## src/rtl/seg_code_sequencer.sv

```systemverilog
// seg_code_sequencer
// Drives the serial prefix-code 7-segment decoder one symbol at a time.
//
// Per symbol:
//   - The symbol index is accepted on a valid/ready handshake.
//   - Its prefix code is shifted MSB-first into the decoder.
//   - The decoded pattern is latched into a stable display register.
//   - The display is held for HOLD_CYCLES cycles before the next symbol.
//
// The decoder is kept in reset whenever no code is being shifted, so idle
// cycles never feed it stray bits.
//
// Optional feature, controlled by macro SEG_CODE_SEQ_CHECK_EN:
//   - Defined: the captured pattern is compared against a built-in table of
//     expected patterns. Any difference sets the sticky Err flag.
//   - Undefined: Err is tied low.

module seg_code_sequencer #(
  parameter int HOLD_CYCLES = 4
) (
  input  logic       Clk,
  input  logic       Reset,
  input  logic [2:0] Sym,
  input  logic       Sym_valid,
  output logic       Sym_ready,
  output logic       Dec_I,
  output logic       Dec_Resetn,
  input  logic [6:0] Dec_Q,
  output logic [6:0] Disp,
  output logic       Disp_valid,
  output logic       Err
);

  // A zero hold still needs a legal (1-bit) counter width.
  localparam int HOLD_W = (HOLD_CYCLES > 0) ? $clog2(HOLD_CYCLES + 1) : 1;

  localparam logic            HOLD_EN   = (HOLD_CYCLES > 0);
  localparam logic [HOLD_W-1:0] HOLD_LOAD = HOLD_W'(HOLD_CYCLES);

  localparam logic [2:0] SYM_BLANK = 3'd7;

  typedef enum logic [1:0] {
    IDLE,
    SHIFT,
    CAPTURE,
    HOLD
  } state_t;

  state_t            state;
  logic [3:0]        shift_reg;
  logic [2:0]        bit_cnt;
  logic [HOLD_W-1:0] hold_cnt;
  logic              blank_sym;
  logic              dec_i_q;
  logic              dec_resetn_q;
  logic [6:0]        disp_q;
  logic              disp_valid_q;
  logic              accept;
  logic [3:0]        sym_code;
  logic [2:0]        sym_len;

  // Transfer happens only in IDLE, and never while reset is asserted.
  assign Sym_ready = (state == IDLE) && !Reset;
  assign accept    = Sym_ready && Sym_valid;

  // Reset also gates the decoder reset combinationally, so the decoder
  // returns to its root on the very edge that resets this block.
  assign Dec_Resetn = dec_resetn_q && !Reset;
  assign Dec_I      = dec_i_q;
  assign Disp       = disp_q;
  assign Disp_valid = disp_valid_q;

  // Prefix code for each symbol, left-aligned in 4 bits, with its length.
  always_comb begin
    sym_code = 4'b0000;
    sym_len  = 3'd0;
    case (Sym)
      3'd0: begin sym_code = 4'b0000; sym_len = 3'd2; end
      3'd1: begin sym_code = 4'b0100; sym_len = 3'd2; end
      3'd2: begin sym_code = 4'b1000; sym_len = 3'd3; end
      3'd3: begin sym_code = 4'b1010; sym_len = 3'd3; end
      3'd4: begin sym_code = 4'b1100; sym_len = 3'd3; end
      3'd5: begin sym_code = 4'b1110; sym_len = 3'd4; end
      3'd6: begin sym_code = 4'b1111; sym_len = 3'd4; end
      default: begin sym_code = 4'b0000; sym_len = 3'd0; end
    endcase
  end

  // Main sequencer FSM.
  //
  // Dec_I is registered one bit ahead. The bit the decoder consumes on an
  // edge is the bit presented during the cycle that precedes that edge.
  //
  // A blank symbol passes through CAPTURE without touching the decoder. This
  // makes it behave like a zero-length code: the display updates one cycle
  // after the accept.
  always_ff @(posedge Clk) begin
    if (Reset) begin
      state        <= IDLE;
      shift_reg    <= '0;
      bit_cnt      <= '0;
      hold_cnt     <= '0;
      blank_sym    <= 1'b0;
      dec_i_q      <= 1'b0;
      dec_resetn_q <= 1'b0;
      disp_q       <= '0;
      disp_valid_q <= 1'b0;
    end else begin
      disp_valid_q <= 1'b0;
      case (state)
        IDLE: begin
          dec_i_q      <= 1'b0;
          dec_resetn_q <= 1'b0;
          if (accept) begin
            if (Sym == SYM_BLANK) begin
              blank_sym <= 1'b1;
              state     <= CAPTURE;
            end else begin
              blank_sym    <= 1'b0;
              dec_i_q      <= sym_code[3];
              shift_reg    <= {sym_code[2:0], 1'b0};
              bit_cnt      <= sym_len;
              dec_resetn_q <= 1'b1;
              state        <= SHIFT;
            end
          end
        end

        SHIFT: begin
          bit_cnt <= bit_cnt - 3'd1;
          if (bit_cnt == 3'd1) begin
            dec_i_q <= 1'b0;
            state   <= CAPTURE;
          end else begin
            dec_i_q   <= shift_reg[3];
            shift_reg <= {shift_reg[2:0], 1'b0};
          end
        end

        CAPTURE: begin
          disp_q       <= blank_sym ? 7'd0 : Dec_Q;
          disp_valid_q <= 1'b1;
          dec_i_q      <= 1'b0;
          dec_resetn_q <= 1'b0;
          if (HOLD_EN) begin
            hold_cnt <= HOLD_LOAD;
            state    <= HOLD;
          end else begin
            state <= IDLE;
          end
        end

        HOLD: begin
          dec_resetn_q <= 1'b0;
          if (hold_cnt <= HOLD_W'(1)) begin
            state <= IDLE;
          end else begin
            hold_cnt <= hold_cnt - HOLD_W'(1);
          end
        end

        default: begin
          state <= IDLE;
        end
      endcase
    end
  end

`ifdef SEG_CODE_SEQ_CHECK_EN
  logic [2:0] cur_sym;
  logic [6:0] exp_pat;
  logic       err_q;

  // Expected decoder pattern for the symbol currently in flight.
  always_comb begin
    exp_pat = 7'b0000000;
    case (cur_sym)
      3'd0: exp_pat = 7'b1110111;
      3'd1: exp_pat = 7'b1111100;
      3'd2: exp_pat = 7'b0111001;
      3'd3: exp_pat = 7'b1011110;
      3'd4: exp_pat = 7'b1111001;
      3'd5: exp_pat = 7'b1110001;
      3'd6: exp_pat = 7'b0001000;
      default: exp_pat = 7'b0000000;
    endcase
  end

  // Remember the accepted symbol, and latch a sticky error on a capture that
  // differs from the table. Blank symbols are not checked.
  always_ff @(posedge Clk) begin
    if (Reset) begin
      cur_sym <= '0;
      err_q   <= 1'b0;
    end else begin
      if (accept) begin
        cur_sym <= Sym;
      end
      if (state == CAPTURE && !blank_sym && Dec_Q != exp_pat) begin
        err_q <= 1'b1;
      end
    end
  end

  assign Err = err_q;
`else
  assign Err = 1'b0;
`endif

endmodule
```

## config.mk

```make
export PLATFORM = sky130hd
export DESIGN_NAME = seg_code_sequencer
export DESIGN_NICKNAME = d
export VERILOG_FILES = /design/src/rtl/seg_code_sequencer.sv
export SDC_FILE = /design/constraint.sdc
export NUM_CORES = 1
export LEC_CHECK = 0
export ABC_AREA = 1
export ABC_CLOCK_PERIOD_IN_PS = 3900
export BUFFER_PORTS_ARGS = -buffer_cell sky130_fd_sc_hd__clkbuf_2
export CORE_AREA = 2 2 51 53
export DETAILED_ROUTE_END_ITERATION = 10
export DIE_AREA = 0 0 53 55
export GPL_TIMING_DRIVEN = 0
export PLACE_DENSITY = 0.8
export SLEW_MARGIN = 20
export SYNTH_ARGS = -nofsm -noshare
export SYNTH_HDL_FRONTEND = slang
export SYNTH_SLANG_ARGS = --single-unit
```

## constraint.sdc

```tcl
create_clock -name Clk -period 3.9 [get_ports Clk]
set_clock_uncertainty 0.1 [all_clocks]
set_input_delay 0 -clock Clk [delete_from_list [all_inputs] [get_ports Clk]]
set_output_delay 0 -clock Clk [all_outputs]
set_load 0.1 [all_outputs]
```

==> out/qor.yml, run 1 <==
worst_setup_path:
  cp.arrival_ps: 1720
  critPathBufInv: 3
  crit_fanout: 4
  slowest_stage: "clkbuf_2"
  slowest_delay_ps: 470
  cp.depth: 5
  crit_type: "reg2out"
  worst_setup_path_end_kind: "output pin"
  cp_top_family: "buffers and inverters"
  reg2reg_depth: 7
  required_ps: 3800
  path_cells: "inv_1 -> ha_1 -> inv_1 -> nor2_2 -> clkbuf_2"
  cp_common_cell: "inv_1"
  critPathLaunchType: "flip-flop"
floorplanning:
  die_w_um: 53
  initial_core_util_pct: 55.08
  dieArea_um2: 2915
  rows: 18
  core_area_um2: 2365
  die_h_um: 55
  ios: 25
drt:
  wl_per_cell_um: 11.99
  via_count: 1283
  drt_first_pass_iters: 4
  drc_errors: 0
  antenna_left: 0
  vias_per_cell: 5.237
  dr.first_iter.drc_count: 30
  wirelength_mm: 2.938
global_routing:
  top_usage_layer: "met2"
  grt_max_degree: 12
  grtUsageMet1_pct: 22.61
  use_met2_pct: 42.08
  grt_pass1_vias: 1182
  overflow: 0
  grt_usage_pct: 21.38
  met3_usage_pct: 4.032
  grt_pass1_wl_mm: 4.574
  antenna_found_initial: 0
layout:
  multi_input_area_um2: 724.4
  fin_util_pct: 66.08
  diodes: 0
  fill_cells: 196
  drive_gt1_share_pct: 24.19
  ff_latch_area_um2: 440.4
  nNetsFinal: 240
  area_growth_pct: 19.98
  largest_reg_flops: 7
synthesis:
  yosys.area.top_type: "dfxtp_1"
  synth.distinct_cells: 27
  synth_adder_area_share_pct: 9.606
  synth_xor_xnor_area_share_pct: 0.6724
  yosys-top-cells-count: "34 x nand2_1, 22 x dfxtp_1, 19 x nand3_1, 19 x nor2_1"
  syn_area_um2: 1302
  synthFlopType: "dfxtp_1"
  async_flop_share_pct: 0
  yosys.area_share.simple_pct: 33.14
  yosys-top-cells-area: "dfxtp_1 34%, nand2_1 9.8%, ha_1 9.6%"
  ys_ff_latch: 22
  syn_nets: 204
  synth_compound_gate_area_share_pct: 11.91
  synth.top_cell.area_share_pct: 33.81
  yosysMostFrequentCell: "nand2_1"
  yosysSeqAreaShare_pct: 33.81
  muxShareOfSynthArea_pct: 0
  synth_warnings: 0
  synth_edf_count: 0
  syn_inst: 181
  synth_top_family_by_area: "simple AND/OR/NAND/NOR gates"
  avgSynthCellArea_um2: 7.196
place:
  portBuffers: 22
  dp.final_hpwl_mm: 2.192
  globalplace.congestion: 0.8860
timing:
  tns_ps: 0
  period_minus_slack_ps: 1816
  finalCritPeriodShare_pct: 46.56
  setup_viol: 0
  slew-limit-headroom_pct: 63.71
  fmax_mhz: 550.7
  slew_viol_final: 0
  worstMarginPinSlew_ps: 546.6
  rsz0062_at_grt: "false"
  hold_viol: 0
clock_tree:
  htreeDepth: 1
  clk_latency_ps: 300
  cts_tree: "done"
  path_clk_slew_ps: 120
  cts_inserted_buffers: 3
  cts.path.max_buffers: 2
  root_buffer: "clkbuf_4"
  cts.sinks: 22
job:
  cap_violations: 0
status:
  status: "completed"
worst_hold_path:
  hold_path_depth: 5
  holdCritPathClass: "in2reg"
pwr:
  cellPowerDensity_nw_per_um2: 644.3
  peakVddDrop_uv: 394.9
  p_leak_nw: 0.7180
==> routing by layer <==
| layer | up-vias | part of all wire, % |
|---|---|---|
| met1 | 590 | 41 |
| met3 | 2 | 4.6 |
| met2 | 35 | 54 |
| met4 | 0 | 0.37 |
| met5 | - | 0 |
| li1 | 656 | - |
==> path summary, 6_finish.rpt <==
path / endpoint / start / slack (ps)
hold / removal: shift_reg[1] / Sym[1] / 60
setup / recovery: Sym_ready / state[0] / 2080
setup reg to reg: state[1] / state[0] / 2250
hold reg to reg: Disp[2] / Disp[2] / 380
==> cells in the final DEF (no fill, tap or decap) <==
cell / n
or2_1: 1
nor2_2: 2
nand2_1: 34
nand3_2: 2
clkbuf_2: 22
nand3b_1: 1
clkbuf_4: 3
o21ai_0: 5
ha_1: 10
nand3_4: 2
inv_2: 6
o21ai_1: 5
a211oi_1: 1
nor2_1: 19
buf_2: 3
dlygate4sd3_1: 9
dfxtp_1: 22
nand4_1: 3
clkinv_2: 1
a21oi_1: 16
inv_1: 16
nand3_1: 19
buf_4: 1
clkinv_8: 1
xnor2_1: 1
a21oi_2: 2
or2_2: 1
conb_1: 1
nand2_2: 5
buf_6: 1
==> through the flow <==
stage | worst slack (ps) | total power, mW | std cells | hold slack [ps] | instance area (um^2)
floorplan | 1671 | 0.7909 | 181 | 62.01 | 1303
global placement | 2344 | 0.8683 | 233 | 135.5 | 1450
detailed placement | 2287 | 0.9004 | 233 | 142.8 | 1450
CTS | 2080 | 1.009 | 245 | 65.58 | 1563
global route | 1947 | 1.088 | 245 | 85.11 | 1563
finish | 2084 | 1.007 | 245 | 64.59 | 1563
==> area by class of cell <==
| cell class | count | share of cell area [%] |
|---|---|---|
| plain buffers | 5 | 2.162 |
| clock buffers | 3 | 1.441 |
| inverters | 24 | 6.645 |
| multi-input cells | 130 | 46.36 |
| flip-flops and latches | 22 | 28.18 |
| well taps | 30 | 2.402 |
| repair buffers | 31 | 12.81 |
==> cell families after synthesis <==
kind of cell | after synthesis
and+or+nand+nor | 89
AOI/OAI and AO/OA | 29
buffers and inverters | 29
DFF | 22
adders and majority gates | 10
xor gates and xnor gates | 1
other | 1
==> repair_timing <==
action / 4_1_cts / 5_1_grt
endpoints found under the hold margin: 18 / 0
resized for setup: 0 / 0
setup buffers: 0 / 0
hold buffers: 9 / 0
==> worst reg2reg max path: stages, from the launching register on <==
cell and delay (ps):
dfxtp_1 410, inv_1 110, ha_1 340, or2_2 310
nand2_1 70, nand3_1 80, nand2_1 90, nor2_1 40
==> where the power goes <==
part	internal [mW]	switching (mW)	total (mW)	leakage (nW)
Clock	0.0359	0.0649	0.101	0.0138
Combinational	0.171	0.428	0.599	0.525
Sequential	0.276	0.0307	0.307	0.180
Note: power is estimated with default switching activity, not from simulation.
==> run 2: changes to the inputs <==
--- a/config.mk
+++ b/config.mk
@@ -6,13 +6,13 @@
 export NUM_CORES = 1
 export LEC_CHECK = 0
 export ABC_AREA = 1
-export ABC_CLOCK_PERIOD_IN_PS = 3900
+export ABC_CLOCK_PERIOD_IN_PS = 1800
 export BUFFER_PORTS_ARGS = -buffer_cell sky130_fd_sc_hd__clkbuf_2
-export CORE_AREA = 2 2 51 53
+export CORE_AREA = 2 2 53 55
 export DETAILED_ROUTE_END_ITERATION = 10
-export DIE_AREA = 0 0 53 55
+export DIE_AREA = 0 0 55 57
 export GPL_TIMING_DRIVEN = 0
-export PLACE_DENSITY = 0.8
+export PLACE_DENSITY = 0.75
 export SLEW_MARGIN = 20
 export SYNTH_ARGS = -nofsm -noshare
 export SYNTH_HDL_FRONTEND = slang
==> constraint.sdc (replaced) <==
create_clock -name Clk -period 1.8 [get_ports Clk]
set_clock_uncertainty 0.1 [all_clocks]
set_input_delay 0 -clock Clk [delete_from_list [all_inputs] [get_ports Clk]]
set_output_delay 0 -clock Clk [all_outputs]
set_load 0.1 [all_outputs]
==> run 2 against run 1 <==
Effect of this change: non-clock buffer count is the same; total power grew 130%; count of clock-buffer cells in the layout grew 1; worst setup slack lost 1900 ps; via count shrank 1.3%; largest power group unchanged.
==> out/qor.yml, run 2 (same netlist as run 1, synthesis figures left out) <==
status:
  status: "completed"
pwr:
  cellPowerDensity_nw_per_um2: 1424
  peakVddDrop_uv: 830.9
  p_leak_nw: 0.7268
  finalPower_mw: 2.279
floorplanning:
  core_area_um2: 2615
  dieArea_um2: 3135
  ios: 25
  rows: 19
  die_h_um: 57
  die_w_um: 55
  initial_core_util_pct: 49.81
timing:
  fmax_mhz: 608.2
  finalCritPeriodShare_pct: 91.34
  worstMarginPinSlew_ps: 541.3
  hold_viol: 0
  period_minus_slack_ps: 1644
  hold-worst-slack_ps: 60.39
  tns_ps: 0
  slew-limit-headroom_pct: 64.07
  setup_viol: 0
  slew_viol_final: 0
  rsz0062_at_grt: "false"
  layout_setup_ws_ps: 155.9
clock_tree:
  cts_tree: "done"
  cts_inserted_buffers: 3
  htreeDepth: 1
  clk_latency_ps: 310
  cts.sinks: 22
  cts.path.max_buffers: 2
  path_clk_slew_ps: 130
  root_buffer: "clkbuf_4"
drt:
  dr.first_iter.drc_count: 23
  drc_errors: 0
  drt_first_pass_iters: 4
  vias_per_cell: 5.126
  antenna_left: 0
  wl_per_cell_um: 11.56
  via_count: 1266
  wirelength_mm: 2.855
place:
  globalplace.congestion: 0.7908
  portBuffers: 22
  pre_cts_ws_ps: 269.1
  dp.final_hpwl_mm: 2.125
global_routing:
  grtUsageMet1_pct: 22.77
  use_met2_pct: 37.59
  top_usage_layer: "met2"
  antenna_found_initial: 0
  met3_usage_pct: 3.141
  overflow: 0
  grt_max_degree: 13
  grt_pass1_wl_mm: 4.664
  grt_pass1_vias: 1167
  grt_usage_pct: 20.19
layout:
  final_cell_mix: "34 x nand2_1, 22 x dfxtp_1, 21 x clkbuf_2"
  largest_reg_flops: 7
  area_growth_pct: 22.86
  fill_cells: 239
  diodes: 0
  nNetsFinal: 240
  drive_gt1_share_pct: 26.39
  final_common_cell: "nand2_1"
worst_setup_path:
  crit_type: "reg2out"
  cp.arrival_ps: 1540
  reg2reg_slack_ps: 200
  required_ps: 1700
  crit_fanout: 4
  worst_setup_path_end_kind: "output pin"
  critPathLaunchType: "flip-flop"
job:
  cap_violations: 0
worst_hold_path:
  holdCritPathClass: "in2reg"
## run 2: what timing repair did
action                                 CTS  global route
resized for setup                        0             2
endpoints found under the hold margin   18             0
setup endpoints to repair                0             1
hold buffers                             9             0
setup buffers                            0             0
## run 2: per-layer routing
layer / vias to the layer above / wire (um)
met4: 0 / 27
met1: 579 / 1216
met2: 33 / 1470
li1: 650 / -
met3: 4 / 141
met5: - / 0
## run 2: critical path, cell delays in order (launching register included)
cell and delay, ps:
dfxtp_1 390, inv_2 120, ha_4 150, inv_1 90, nor2_4 140, clkbuf_4 340
## run 2: area by class of cell
class	count	area, um^2	area share (%)
inverters	24	103.9	6.489
clock buffers	4	36.28	2.267
flip-flops and latches	22	440.4	27.52
plain buffers	5	33.78	2.111
multi-input cells	130	744.5	46.52
repair buffers	31	202.7	12.67
well taps	31	38.79	2.424
## run 2: final timing paths
| kind | startpoint | endpoint | depth (start not counted) |
|---|---|---|---|
| setup / recovery | state[0] | Sym_ready | 5 |
| hold / removal | Sym[1] | shift_reg[1] | 5 |
| setup reg to reg | state[0] | shift_reg[3] | 8 |
| hold reg to reg | Disp[5] | Disp[5] | 2 |
## run 2: per-stage QoR
| step | area, um^2 | cells | utilization [%] |
|---|---|---|---|
| floorplan | 1323 | 181 | - |
| global placement | 1471 | 234 | 56.27 |
| detailed placement | 1471 | 234 | 56.27 |
| CTS | 1598 | 247 | 61.10 |
| global route | 1600 | 247 | 61.20 |
| finish | 1600 | 247 | 61.20 |
## run 2: where the power goes
| part | switching, mW | internal (mW) | total (mW) |
|---|---|---|---|
| Clock | 0.155 | 0.123 | 0.278 |
| Combinational | 0.926 | 0.406 | 1.33 |
| Sequential | 0.0704 | 0.598 | 0.669 |
==> run 3: changes to the inputs <==
--- a/config.mk
+++ b/config.mk
@@ -5,12 +5,12 @@
 export SDC_FILE = /design/constraint.sdc
 export NUM_CORES = 1
 export LEC_CHECK = 0
-export ABC_AREA = 1
 export ABC_CLOCK_PERIOD_IN_PS = 1800
 export BUFFER_PORTS_ARGS = -buffer_cell sky130_fd_sc_hd__clkbuf_2
-export CORE_AREA = 2 2 53 55
+export CORE_AREA = 2 2 41 72
+export CTS_CLUSTER_DIAMETER = 150
 export DETAILED_ROUTE_END_ITERATION = 10
-export DIE_AREA = 0 0 55 57
+export DIE_AREA = 0 0 43 74
 export GPL_TIMING_DRIVEN = 0
 export PLACE_DENSITY = 0.75
 export SLEW_MARGIN = 20
==> run 3 against run 2 <==
Effect of this change: combinational power is 4% lower; via count is 0.71% lower; register-to-register slack worse by 100 ps; sequential share of layout area is 1.5 points lower; non-clock buffer count is 5 higher; sequential cell count stayed put; critical path depth stayed put; clock power is 65% higher; first-iteration DRC count grew to 2.5 times the previous value.
==> out/qor.yml, run 3 <==
status:
  status: "completed"
worst_setup_path:
  required_ps: 1700
  cp-startpoint: "state[0]"
  cp_top_family: "buffers and inverters"
  slowest_stage: "dfxtp_2"
  crit_type: "reg2out"
  critPathBufInv: 3
  cp.arrival_ps: 1640
  r2r_start: "state[0]"
  slowest_delay_ps: 350
  critPathLaunchType: "flip-flop"
  reg2reg_depth: 6
  cp.depth: 5
  endpoint: "Sym_ready"
  crit_fanout: 10
  reg2reg_slack_ps: 100
  path_cells: "inv_1 -> ha_2 -> clkbuf_4 -> nor2b_4 -> clkbuf_8"
  r2r-end: "state[1]"
  worst_setup_path_end_kind: "output pin"
drt:
  via_count: 1257
  wirelength_mm: 3.110
  antenna_left: 0
  drt_first_pass_iters: 4
  wl_met1_mm: 1.222
  dr.first_iter.drc_count: 58
  vias_per_cell: 5.612
  top_layer_used: "met4"
  wl_met3_um: 89
  drc_errors: 0
  wl_per_cell_um: 13.88
  wl_met2_mm: 1.728
floorplanning:
  die_w_um: 43
  initial_core_util_pct: 51.38
  ios: 25
  rows: 25
  die_h_um: 74
  dieArea_um2: 3182
  core_area_um2: 2628
synthesis:
  syn_area_um2: 1350
  syn_nets: 185
  yosys-top-cells-count: "22 x dfxtp_1, 16 x a21oi_1, 15 x nor2b_1"
  yosysSeqAreaShare_pct: 32.62
  synth_edf_count: 0
  synth.top_cell.area_share_pct: 32.62
  synth_warnings: 0
  yosys.area.top_type: "dfxtp_1"
  ys_ff_latch: 22
  synthFlopType: "dfxtp_1"
  avgSynthCellArea_um2: 8.334
  async_flop_share_pct: 0
  syn_inst: 162
  yosysMostFrequentCell: "dfxtp_1"
  yosys-top-cells-area: "dfxtp_1 33%, ha_1 9.3%, nor2b_1 7.0%"
  synth.distinct_cells: 42
pwr:
  combinationalPowerShare_pct: 53.5
  switchingPower_mw: 1.078
  pwr-share-clk_pct: 19.2
  p_leak_nw: 0.7225
  swShare_pct: 45.14
  cellPowerDensity_nw_per_um2: 1404
  finalPower_mw: 2.387
  p_int_mw: 1.309
  peakVddDrop_uv: 861.0
  p_seq_share_pct: 27.2
layout:
  final_cell_mix: "21 x clkbuf_2, 20 x dfxtp_1, 16 x a21oi_1"
  drive_gt1_share_pct: 25.89
  area_growth_pct: 25.95
  fin_util_pct: 64.71
  largest_reg_flops: 7
  fin_cells: 224
  nNetsFinal: 221
  diodes: 0
  final_common_cell: "clkbuf_2"
  fin_area_um2: 1700
  fill_cells: 230
global_routing:
  antenna_found_initial: 0
  grt_max_degree: 14
  grt_pass1_wl_mm: 5.188
  grt_pass1_vias: 1258
  grt_usage_pct: 21.07
  overflow: 0
timing:
  fmax_mhz: 573.3
  hold-worst-slack_ps: 11.39
  rsz0062_at_grt: "false"
  layout_setup_ws_ps: 55.62
  setup_viol: 0
  tns_ps: 0
  worstMarginPinSlew_ps: 550.6
  finalCritPeriodShare_pct: 96.91
  hold_viol: 0
  period_minus_slack_ps: 1744
  slew-limit-headroom_pct: 63.45
  slew_viol_final: 0
place:
  post-place-cells: 210
  placed_area_um2: 1496
  portBuffers: 21
  globalplace.congestion: 0.8549
  dp.final_hpwl_mm: 2.256
  pre_cts_ws_ps: -55.16
clock_tree:
  htreeDepth: 1
  cts_inserted_buffers: 3
  cts_tree: "done"
  clk_latency_ps: 260
  path_clk_slew_ps: 80
  root_buffer: "clkbuf_8"
  cts.sinks: 22
  cts.path.max_buffers: 2
job:
  cap_violations: 0
worst_hold_path:
  holdCritPathClass: "in2reg"
## run 3: cell count changes in the layout (fill, tap and decap cells not counted), sizes merged, moves of 6 or more
cell    delta
inv       -12
nand2b     +6
nor2b     +16
nor2       -7
nand3     -19
nand2     -29
## run 3: kinds of logic (layout without fill, tap and decap cells)
| logic type | Yosys count | count (layout) | synth area share [%] |
|---|---|---|---|
| simple gates | 61 | 61 | 24.65 |
| compound gates | 44 | 44 | 23.26 |
| flops | 22 | 22 | 32.62 |
| buf+inv | 20 | 55 | 7.136 |
| fa+ha+maj | 10 | 10 | 9.268 |
| xor+xnor | 2 | 2 | 1.298 |
| mux | 2 | 2 | 1.483 |
| other cells | 1 | 1 | 0.2778 |
## run 3: area by class of cell
cell class,instances,area (um^2),area share [%]
Clock inverter,1,30.03,1.766
Multi-Input combinational cell,120,837.1,49.23
Inverter,10,37.54,2.208
Sequential cell,22,442.9,26.05
Timing Repair Buffer,31,211.5,12.44
Clock buffer,3,41.29,2.428
Buffer,10,66.31,3.900
Tap cell,27,33.78,1.987
## run 3: how the worst min path moves through the flow
stage	from	endpoint	slack, ps	cells after the start
3_5_place_dp	Dec_Q[3]	Disp[3]	130	3
5_1_grt	Sym[2]	bit_cnt[0]	30	3
2_1_floorplan	Dec_Q[0]	Disp[0]	40	2
6_report	Sym[2]	bit_cnt[0]	10	3
3_3_place_gp	Dec_Q[6]	Disp[6]	130	3
4_1_cts	Sym[2]	bit_cnt[0]	20	3
## run 3: layer usage
metal | vias up | global-route usage [%]
met3 | 8 | 1.699
met1 | 583 | 20.93
met5 | - | 0
met4 | 0 | 10.44
li1 | 635 | -
met2 | 31 | 42.09
## run 3: power by group through the flow
stage               Clock (mW)  Combinational [mW]  Sequential, mW
finish                   0.459                1.28           0.650
global placement             0                1.15           0.652
floorplan                    0               0.708           0.908
detailed placement           0                1.17           0.658
global route             0.478                1.38           0.662
CTS                      0.462                1.26           0.646
## run 3: timing repair
item	4_1_cts	5_1_grt
gates resized for setup	6	6
buffers inserted	1	0
pin swaps	1	1
hold buffers	9	0
endpoints found under the setup margin	6	9
endpoints found under the hold margin	10	0
## run 3: worst register-to-register path: stages (launching register included)
cell      delay (ps)
dfxtp_2          370
inv_1            100
ha_2             240
clkbuf_4         210
a22oi_2          260
a21oi_1          100
a311oi_1         240
